===== src/rtl/pipeline_pkg.sv =====
// Shared pipeline definitions: load-size encodings, writeback FSM states and datapath widths.
package pipeline_pkg;

    localparam int REG_ADDR_W = 5;
    localparam int DATA_W     = 32;

    typedef enum logic [1:0] {
        LS_WORD = 2'b00,
        LS_HALF = 2'b01,
        LS_BYTE = 2'b10
    } load_size_t;

    typedef enum logic {
        RUN      = 1'b0,
        WAIT_MEM = 1'b1
    } wb_state_t;

endpackage


===== src/rtl/load_extender.sv =====
// Combinational load formatter: picks the addressed half/byte lane and sign- or zero-extends it.
module load_extender
    import pipeline_pkg::*;
(
    input  logic [DATA_W-1:0] rdata,
    input  logic [1:0]        offset,
    input  logic [1:0]        load_size,
    input  logic              load_unsigned,
    output logic [DATA_W-1:0] data
);

    logic [15:0] half_lane;
    logic [7:0]  byte_lane;
    logic        fill;

    // NOTE: every output of a combinational block gets a default first so no latch is inferred.
    always_comb begin
        half_lane = offset[1] ? rdata[31:16] : rdata[15:0];
        byte_lane = rdata[7:0];
        case (offset)
            2'd1:    byte_lane = rdata[15:8];
            2'd2:    byte_lane = rdata[23:16];
            2'd3:    byte_lane = rdata[31:24];
            default: byte_lane = rdata[7:0];
        endcase

        fill = 1'b0;
        data = rdata;
        case (load_size)
            LS_HALF: begin
                fill = ~load_unsigned & half_lane[15];
                data = {{16{fill}}, half_lane};
            end
            LS_BYTE: begin
                fill = ~load_unsigned & byte_lane[7];
                data = {{24{fill}}, byte_lane};
            end
            // Encoding 2'b11 falls through to a full-word load.
            default: data = rdata;
        endcase
    end

endmodule


===== src/rtl/writeback_stage.sv =====
// Writeback stage: registers the MEM-stage result into the register-bank write port and
// stalls the pipeline while a load waits on data memory, with a sticky timeout flag.
module writeback_stage
    import pipeline_pkg::*;
#(
    parameter int TIMEOUT = 255
)(
    input  logic                  clk,
    input  logic                  reset_n,
    input  logic                  mem_valid,
    input  logic                  mem_reg_write,
    input  logic                  mem_read,
    input  logic [1:0]            mem_load_size,
    input  logic                  mem_load_unsigned,
    input  logic [DATA_W-1:0]     mem_alu_result,
    input  logic [REG_ADDR_W-1:0] mem_write_register,
    input  logic [DATA_W-1:0]     dmem_rdata,
    input  logic                  dmem_ready,
    input  logic                  flush,
    output logic                  Reg_write,
    output logic [REG_ADDR_W-1:0] write_register,
    output logic [DATA_W-1:0]     write_data,
    output logic                  wb_stall,
    output logic                  mem_error
);

    localparam int CNT_W = (TIMEOUT < 2) ? 1 : $clog2(TIMEOUT + 1);
    localparam logic [CNT_W-1:0] LAST_WAIT = CNT_W'(TIMEOUT - 1);

    wb_state_t         state;
    logic [CNT_W-1:0]  wait_count;
    logic [DATA_W-1:0] load_data;
    logic [DATA_W-1:0] capture_data;
    logic              run_stall;
    logic              run_capture;
    logic              wait_capture;
    logic              capture;

    load_extender u_load_extender (
        .rdata         (dmem_rdata),
        .offset        (mem_alu_result[1:0]),
        .load_size     (mem_load_size),
        .load_unsigned (mem_load_unsigned),
        .data          (load_data)
    );

    assign capture_data = mem_read ? load_data : mem_alu_result;
    assign run_stall    = mem_valid & mem_read & ~dmem_ready & ~flush;
    assign run_capture  = mem_valid & ~flush & ~(mem_read & ~dmem_ready);
    assign wait_capture = dmem_ready & ~flush;
    assign capture      = (state == RUN) ? run_capture : wait_capture;

    // Stall is combinational so upstream freezes in the same cycle a load misses; gating with
    // reset_n keeps it low while reset is asserted regardless of the inputs.
    assign wb_stall = reset_n & ((state == RUN) ? run_stall : ~wait_capture);

    // NOTE: state registers use non-blocking assignments so every update sees pre-edge values.
    always_ff @(posedge clk or negedge reset_n) begin
        if (!reset_n) begin
            state          <= RUN;
            wait_count     <= '0;
            Reg_write      <= 1'b0;
            write_register <= '0;
            write_data     <= '0;
            mem_error      <= 1'b0;
        end else begin
            Reg_write <= 1'b0;
            if (capture) begin
                Reg_write      <= mem_valid & mem_reg_write & (mem_write_register != '0);
                write_register <= mem_write_register;
                write_data     <= capture_data;
            end

            case (state)
                RUN: begin
                    if (run_stall) begin
                        state      <= WAIT_MEM;
                        wait_count <= '0;
                    end
                end
                WAIT_MEM: begin
                    if (flush || dmem_ready) begin
                        state <= RUN;
                    end else begin
                        // Leaving on the last count means the counter stops at TIMEOUT and never wraps.
                        wait_count <= wait_count + CNT_W'(1);
                        if (wait_count == LAST_WAIT) begin
                            mem_error <= 1'b1;
                            state     <= RUN;
                        end
                    end
                end
                default: state <= RUN;
            endcase
        end
    end

endmodule

===== config.mk =====
export PLATFORM = sky130hd
export DESIGN_NAME = writeback_stage
export DESIGN_NICKNAME = d
export VERILOG_FILES = /design/src/rtl/pipeline_pkg.sv /design/src/rtl/load_extender.sv /design/src/rtl/writeback_stage.sv
export SDC_FILE = /design/constraint.sdc
export NUM_CORES = 1
export LEC_CHECK = 0
export ABC_AREA = 1
export BUFFER_PORTS_ARGS = -buffer_cell sky130_fd_sc_hd__buf_2
export CORE_MARGIN = 3
export CORE_UTILIZATION = 40
export CTS_BUF_LIST = sky130_fd_sc_hd__clkbuf_8 sky130_fd_sc_hd__clkbuf_16
export CTS_CLUSTER_SIZE = 20
export DETAILED_ROUTE_END_ITERATION = 6
export PLACE_DENSITY = 0.73
export SLEW_MARGIN = 20
export SYNTH_ARGS = -nofsm -noshare
export SYNTH_HDL_FRONTEND = slang
export SYNTH_HIERARCHICAL = 1
export SYNTH_SLANG_ARGS = --single-unit

===== constraint.sdc =====
create_clock -name clk -period 2.9 [get_ports clk]
set_input_delay 0.725 -clock clk [delete_from_list [all_inputs] [get_ports clk]]
set_output_delay 0.725 -clock clk [all_outputs]
set_load 0.01 [all_outputs]

==> reports/qor.csv, run 1 <==
stage;metric;value;unit
placement;gpl congestion;0.919;
route;drt pass-1 iters;5;
logic_synthesis;post-synthesis cell area;3180;um2
timing;endpoints failing hold;0;
clocking;clock sinks;48;
die;Initial Util;42.4;%
global_routing;pin count of the biggest net entering global routing;49;
global_routing;vias in the first global route;3239;
logic_synthesis;sequential-to-total area share from yosys stat;37.8;%
global_routing;initial antenna violation count;0;
outcome;status;completed;
pwr;Pwr Density;488;nW/um2
timing;Max Transition Viols Final;0;
clocking;Inserted Clock Buffers;5;
clocking;clk root buf;clkbuf_8;
finish;fillers;825;
route;Vias/cell;4.86;
critical_path;crit path kind;input port to primary output;
die;row cnt;31;
critical_path;crit-path max FO;4;
timing;Setup-failing EPs final;0;
route;DRC violations left;0;
clocking;postcts setup bufs;0;
timing;Worst Tran Pin Value;0.607;ns
timing;post-layout minimum cycle time;2.14;ns
critical_path;critical path data required time;2.17;ns
global_routing;Overall Global Routing Usage;21.3;%
global_routing;GRT Residual Overflow;0;
timing;RSZ-0062 raised after global routing;false;
logic_synthesis;Yosys warning count;6;
die;Die Ht;95.1;um
pwr;VDD IR max;0.266;mV
timing;Final Cycle Share;73.9;%
route;drt initial violations;208;
timing;max_slew headroom;59.5;%
placement;placed insts;709;
clocking;worst-case clock buffer depth;2;
finish;layout cell share with drive strength beyond 1;23.9;%
timing;Max Clock Freq;0.467;GHz
timing;clock skew;0.00814;ns
pwr;LEAKAGE;2.43;nW
finish;Nets;700;
job;maxcap violations;0;
min_path;Hold WC Path Type;flop to flop;
logic_synthesis;syn_area_per_cell;6.23;um2
die;core region area;7490;um2
timing;setup TNS;0;ns
route;Routed Antenna Nets;0;
critical_path;Critical Path Source Type;input port;
die;num ports;119;
clocking;H-Tree Depth;2;
finish;Inserted Diodes;0;
finish;final non-filler cell total;717;
logic_synthesis;synth top area cells;dfrtp_1 (38%), nand2_1 (37%), nand3_1 (3.9%);
critical_path;Crit. End Element;primary output;
finish;P&R area growth vs syn;23.4;%
logic_synthesis;top cell type's share of synthesized area;37.8;%
route;total wire length;9340;um
global_routing;first-pass GRT wire length;15200;um
die;Die W;95.1;um
finish;commonest non-fill, non-tap cells in the layout;nand2_1 (312), buf_2 (118), dfrtp_1 (48), nand3_1 (25), a21oi_1 (22);
route;DR vias;3486;
clocking;Post-CTS Hold Buffers;0;
clocking;later-pin clock latency in the skew report;0.31;ns
route;wire length per cell;13.0;um
finish;most common cell after layout, fill and taps aside;nand2_1;
logic_synthesis;post-synth net total;593;
logic_synthesis;synth unique cells;26;
logic_synthesis;Yosys reg bits;48;
clocking;# resized after CTS;0;
clocking;CTS tree;done;
placement;HPWL Detailed;7110;um
critical_path;critical path arrival;1.42;ns
placement;Port Buffer Count;118;
logic_synthesis;area leader, netlist;dfrtp_1;
clocking;Clock transition at path regs;0.09;ns
die;die area;9050;um2
logic_synthesis;Mapped Cells;510;
## Yosys cell counts, drive strengths merged
cell / instances
nand2: 317
dfrtp: 48
nand3: 29
a21oi: 23
inv: 23
nor2: 19
buf: 15
o21ai: 12
clkbuf: 9
ha: 4
nor3: 4
nand4: 2
o21bai: 2
a21o: 1
clkinv: 1
o211ai: 1
## power by group
group | switching [W] | total, W | internal [W] | leakage, nW
sequential | 0.0000602 | 0.000835 | 0.000775 | 0.621
combinational | 0.000343 | 0.000563 | 0.000221 | 1.75
clock | 0.000253 | 0.000513 | 0.000260 | 0.0548
## worst max-delay path: stages
cell and delay (ns):
buf_2 0.14, nor2_1 0.18, nand2_1 0.08, a21oi_1 0.14
buf_2 0.15
## cell families after synthesis
group	synth area share, %
adders and majority gates	1.58
DFF	37.8
AOI/OAI and AO/OA	6.81
buffers and inverters	7.25
and+or+nand+nor	46.6
## final timing paths
check | end | slack [ns] | cells after the start | startpoint
setup / recovery | wb_stall | 0.76 | 5 | dmem_ready
hold / removal | mem_error | 0.48 | 1 | mem_error
setup reg to reg | write_data[30] | 1.39 | 7 | state
hold reg to reg | mem_error | 0.48 | 1 | mem_error
max in group asynchronous | write_data[22] | 1.96 | 2 | reset_n
min in group asynchronous | write_data[0] | 0.53 | 2 | reset_n
## final cells by class
type | count | area [um2] | area share [%]
well taps | 99 | 124 | 3.16
repair buffers | 124 | 636 | 16.2
inverters | 24 | 90.1 | 2.30
flip-flops and latches | 48 | 1200 | 30.7
clock buffers | 5 | 68.8 | 1.76
multi-input cells | 414 | 1750 | 44.7
clock inverters | 3 | 46.3 | 1.18
## registers in the layout (all words and copies together), names as in the netlist
signal / flops
write_data: 32
write_register: 5
state: 1
mem_error: 1
Reg_write: 1
wait_count: 8
## per-stage QoR
step / setup WS (ns) / util, % / total power (W) / instance area (um2) / hold slack, ns
3_5_place_dp: 0.523 / 50.8 / 0.00142 / 3800 / 0.460
4_1_cts: 0.754 / 52.3 / 0.00193 / 3920 / 0.483
2_1_floorplan: 0.870 / - / 0.00117 / 3180 / 0.429
5_1_grt: 0.619 / 52.3 / 0.00205 / 3920 / 0.498
3_3_place_gp: 0.562 / 50.8 / 0.00141 / 3800 / 0.441
6_report: 0.758 / 52.3 / 0.00191 / 3920 / 0.477
## metal layers
layer	part of all wire, %	vias up	track usage, %
li1	-	1785	-
met1	45	1581	28.4
met2	47	110	36.0
met3	6.2	10	3.39
met4	1.4	0	5.41
met5	0	-	0
(Power assumes the default switching activity.)
==> run 2: changes to the inputs <==
- clock period: 2.9 -> 2.1 ns (I/O delays scaled with it)
==> run 2 against run 1 <==
Compared with the run above:
- power rose by 34%
- cell area increased by 1.0%
- setup slack got worse by 0.40 ns
- sequential share of layout area fell by 0.31 points
- clock power grew 20%
- clock skew fell by 0.0056 ns
- utilization increased by 0.53 points
- hold slack lost 0.13 ns
- flip-flop and latch count did not move
- highest routed layer unchanged
- wire length increased by 3.1%
- die area is the same
- largest power group unchanged
==> reports/qor.csv, run 2 (synthesized netlist as in run 1, its figures left out) <==
stage;metric;value;unit;change
critical_path;Critical Path Source Type;input port;;
route;drt initial violations;277;;+33%
die;Die Ht;95.1;um;unchanged
clocking;clock sinks;48;;unchanged
route;DR vias;3498;;+0.34%
timing;setup TNS;0;ns;unchanged
placement;dpl cell area;3860;um2;+1.5%
timing;Setup-failing EPs final;0;;unchanged
global_routing;GRT Residual Overflow;0;;unchanged
route;total wire length;9630;um;+3.1%
finish;Inserted Diodes;0;;unchanged
job;maxcap violations;0;;unchanged
global_routing;initial antenna violation count;0;;unchanged
clocking;# resized after CTS;0;;unchanged
pwr;Pwr Density;648;nW/um2;+33%
clocking;worst-case clock buffer depth;2;;unchanged
timing;RSZ-0062 raised after global routing;false;;
global_routing;Top Usage Layer GRT;met2;;
pwr;part of the power in combinational logic;31.1;%;+1.6 points
timing;endpoints failing hold;0;;unchanged
route;Vias/cell;4.84;;-0.49%
global_routing;vias in the first global route;3305;;+2.0%
pwr;Clock power frac;24.0;%;-2.8 points
die;Die W;95.1;um;unchanged
clocking;clk root buf;clkbuf_8;;
critical_path;critical path arrival;1.22;ns;-0.20 ns
clocking;H-Tree Depth;2;;unchanged
pwr;Power Internal;0.00166;W;+32%
placement;gpl congestion;0.902;;-1.8%
route;Routed Antenna Nets;0;;unchanged
critical_path;crit path kind;input port to primary output;;
finish;layout cell share with drive strength beyond 1;24.7;%;+0.73 points
clocking;Inserted Clock Buffers;5;;unchanged
timing;Final Cycle Share;83.1;%;
pwr;VDD IR max;0.314;mV;+18%
global_routing;met1 Use GR;28.4;%;about the same
timing;clock skew;0.00258;ns;-0.00556 ns
route;wire length per cell;13.3;um;+2.2%
die;num ports;119;;unchanged
pwr;switching power;0.000911;W;+39%
finish;Nets;706;;+0.86%
die;core region area;7490;um2;unchanged
timing;Worst Tran Pin Value;0.633;ns;+0.0263 ns
pwr;LEAKAGE;2.45;nW;+0.89%
finish;max FFs per register;32;;unchanged
finish;Largest regs;write_data x32, wait_count x8, write_register x5;;
min_path;Hold WC Path Type;input port to asynchronous set/reset pin;;
clocking;later-pin clock latency in the skew report;0.30;ns;about the same
timing;max_slew headroom;57.8;%;-1.8 points
finish;Finished Cell Area;3960;um2;+1.0%
clocking;postcts setup bufs;0;;unchanged
timing;Max Transition Viols Final;0;;unchanged
critical_path;Crit. End Element;primary output;;
finish;P&R area growth vs syn;24.6;%;
timing;Max Clock Freq;0.573;GHz;
die;die area;9050;um2;unchanged
global_routing;Overall Global Routing Usage;21.6;%;+0.32 points
route;drt pass-1 iters;5;;unchanged
finish;most common cell after layout, fill and taps aside;nand2_1;;
global_routing;pin count of the biggest net entering global routing;49;;unchanged
die;row cnt;31;;unchanged
placement;Port Buffer Count;118;;unchanged
outcome;status;completed;;
global_routing;GR Util met2;37.4;%;+1.4 points
die;Initial Util;42.4;%;unchanged
finish;commonest non-fill, non-tap cells in the layout;nand2_1 (312), buf_2 (118), dfrtp_1 (48), nand3_1 (25), a21oi_1 (22);;
placement;HPWL Detailed;7220;um;+1.5%
clocking;Post-CTS Hold Buffers;0;;unchanged
critical_path;critical path data required time;1.57;ns;-0.60 ns
timing;post-layout minimum cycle time;1.75;ns;
global_routing;first-pass GRT wire length;15600;um;+2.5%
global_routing;grt met3 use;3.16;%;-0.24 points
finish;fillers;777;;-5.8%
pwr;switch share;35.5;%;+1.2 points
clocking;CTS tree;done;;
pwr;Flop pwr share;44.9;%;+1.2 points
route;DRC violations left;0;;unchanged
clocking;Clock transition at path regs;0.10;ns;about the same
critical_path;crit-path max FO;3;;-1
finish;Top reg by flops;write_data;;
## run 2: cell types whose count changed in the layout (fill, tap and decap cells not counted), sizes merged
cell | previous run | this run
clkbuf | 5 | 6
bufinv | 1 | 0
clkinvlp | 1 | 2
buf | 124 | 130
inv | 24 | 23
## run 2: metal layers
layer	part of all wire, %	up-vias
li1	-	1801
met1	45	1576
met2	47	112
met3	7.0	9
met4	1.1	0
met5	0	-
## run 2: final timing paths
check                      slack (ns)                end                   from  depth (start not counted)
setup reg to reg                 0.68  write_register[3]                  state                          7
min in group clk                 0.43  write_register[0]  mem_write_register[0]                          3
max in group asynchronous        1.33      write_data[0]                reset_n                          2
hold reg to reg                  0.47          mem_error              mem_error                          1
setup / recovery                 0.35           wb_stall               mem_read                          6
hold / removal                   0.35  write_register[0]                reset_n                          2
## run 2: critical path, stage by stage
cell	delay [ns]
buf_2	0.11
inv_2	0.06
nor2_1	0.14
nand2_1	0.07
a21oi_1	0.16
buf_2	0.16
## run 2: area by class of cell
cell class / instances / area (um2) / share of cell area [%]
Sequential cell: 48 / 1200 / 30.3
Timing Repair Buffer: 130 / 693 / 17.5
Clock buffer: 6 / 82.6 / 2.09
Multi-Input combinational cell: 414 / 1750 / 44.3
Inverter: 24 / 90.1 / 2.28
Clock inverter: 2 / 15.0 / 0.379
Tap cell: 99 / 124 / 3.13
## run 2: power by group through the flow
stage | Clock [W] | Combinational [W] | Sequential, W
floorplan | 0 | 0.000387 | 0.00123
global placement | 0 | 0.000788 | 0.00117
detailed placement | 0 | 0.000803 | 0.00117
CTS | 0.000629 | 0.000806 | 0.00115
global route | 0.000665 | 0.000913 | 0.00117
finish | 0.000615 | 0.000798 | 0.00115
## run 2: stage by stage
stage | hold slack (ns) | power, W | worst slack [ns] | instances | utilization, %
floorplan | 0.229 | 0.00162 | 0.285 | 510 | -
global placement | 0.440 | 0.00196 | 0.190 | 715 | 51.6
detailed placement | 0.448 | 0.00197 | 0.150 | 715 | 51.6
CTS | 0.370 | 0.00259 | 0.363 | 723 | 52.9
global route | 0.400 | 0.00275 | 0.250 | 723 | 52.9
finish | 0.347 | 0.00257 | 0.355 | 723 | 52.9
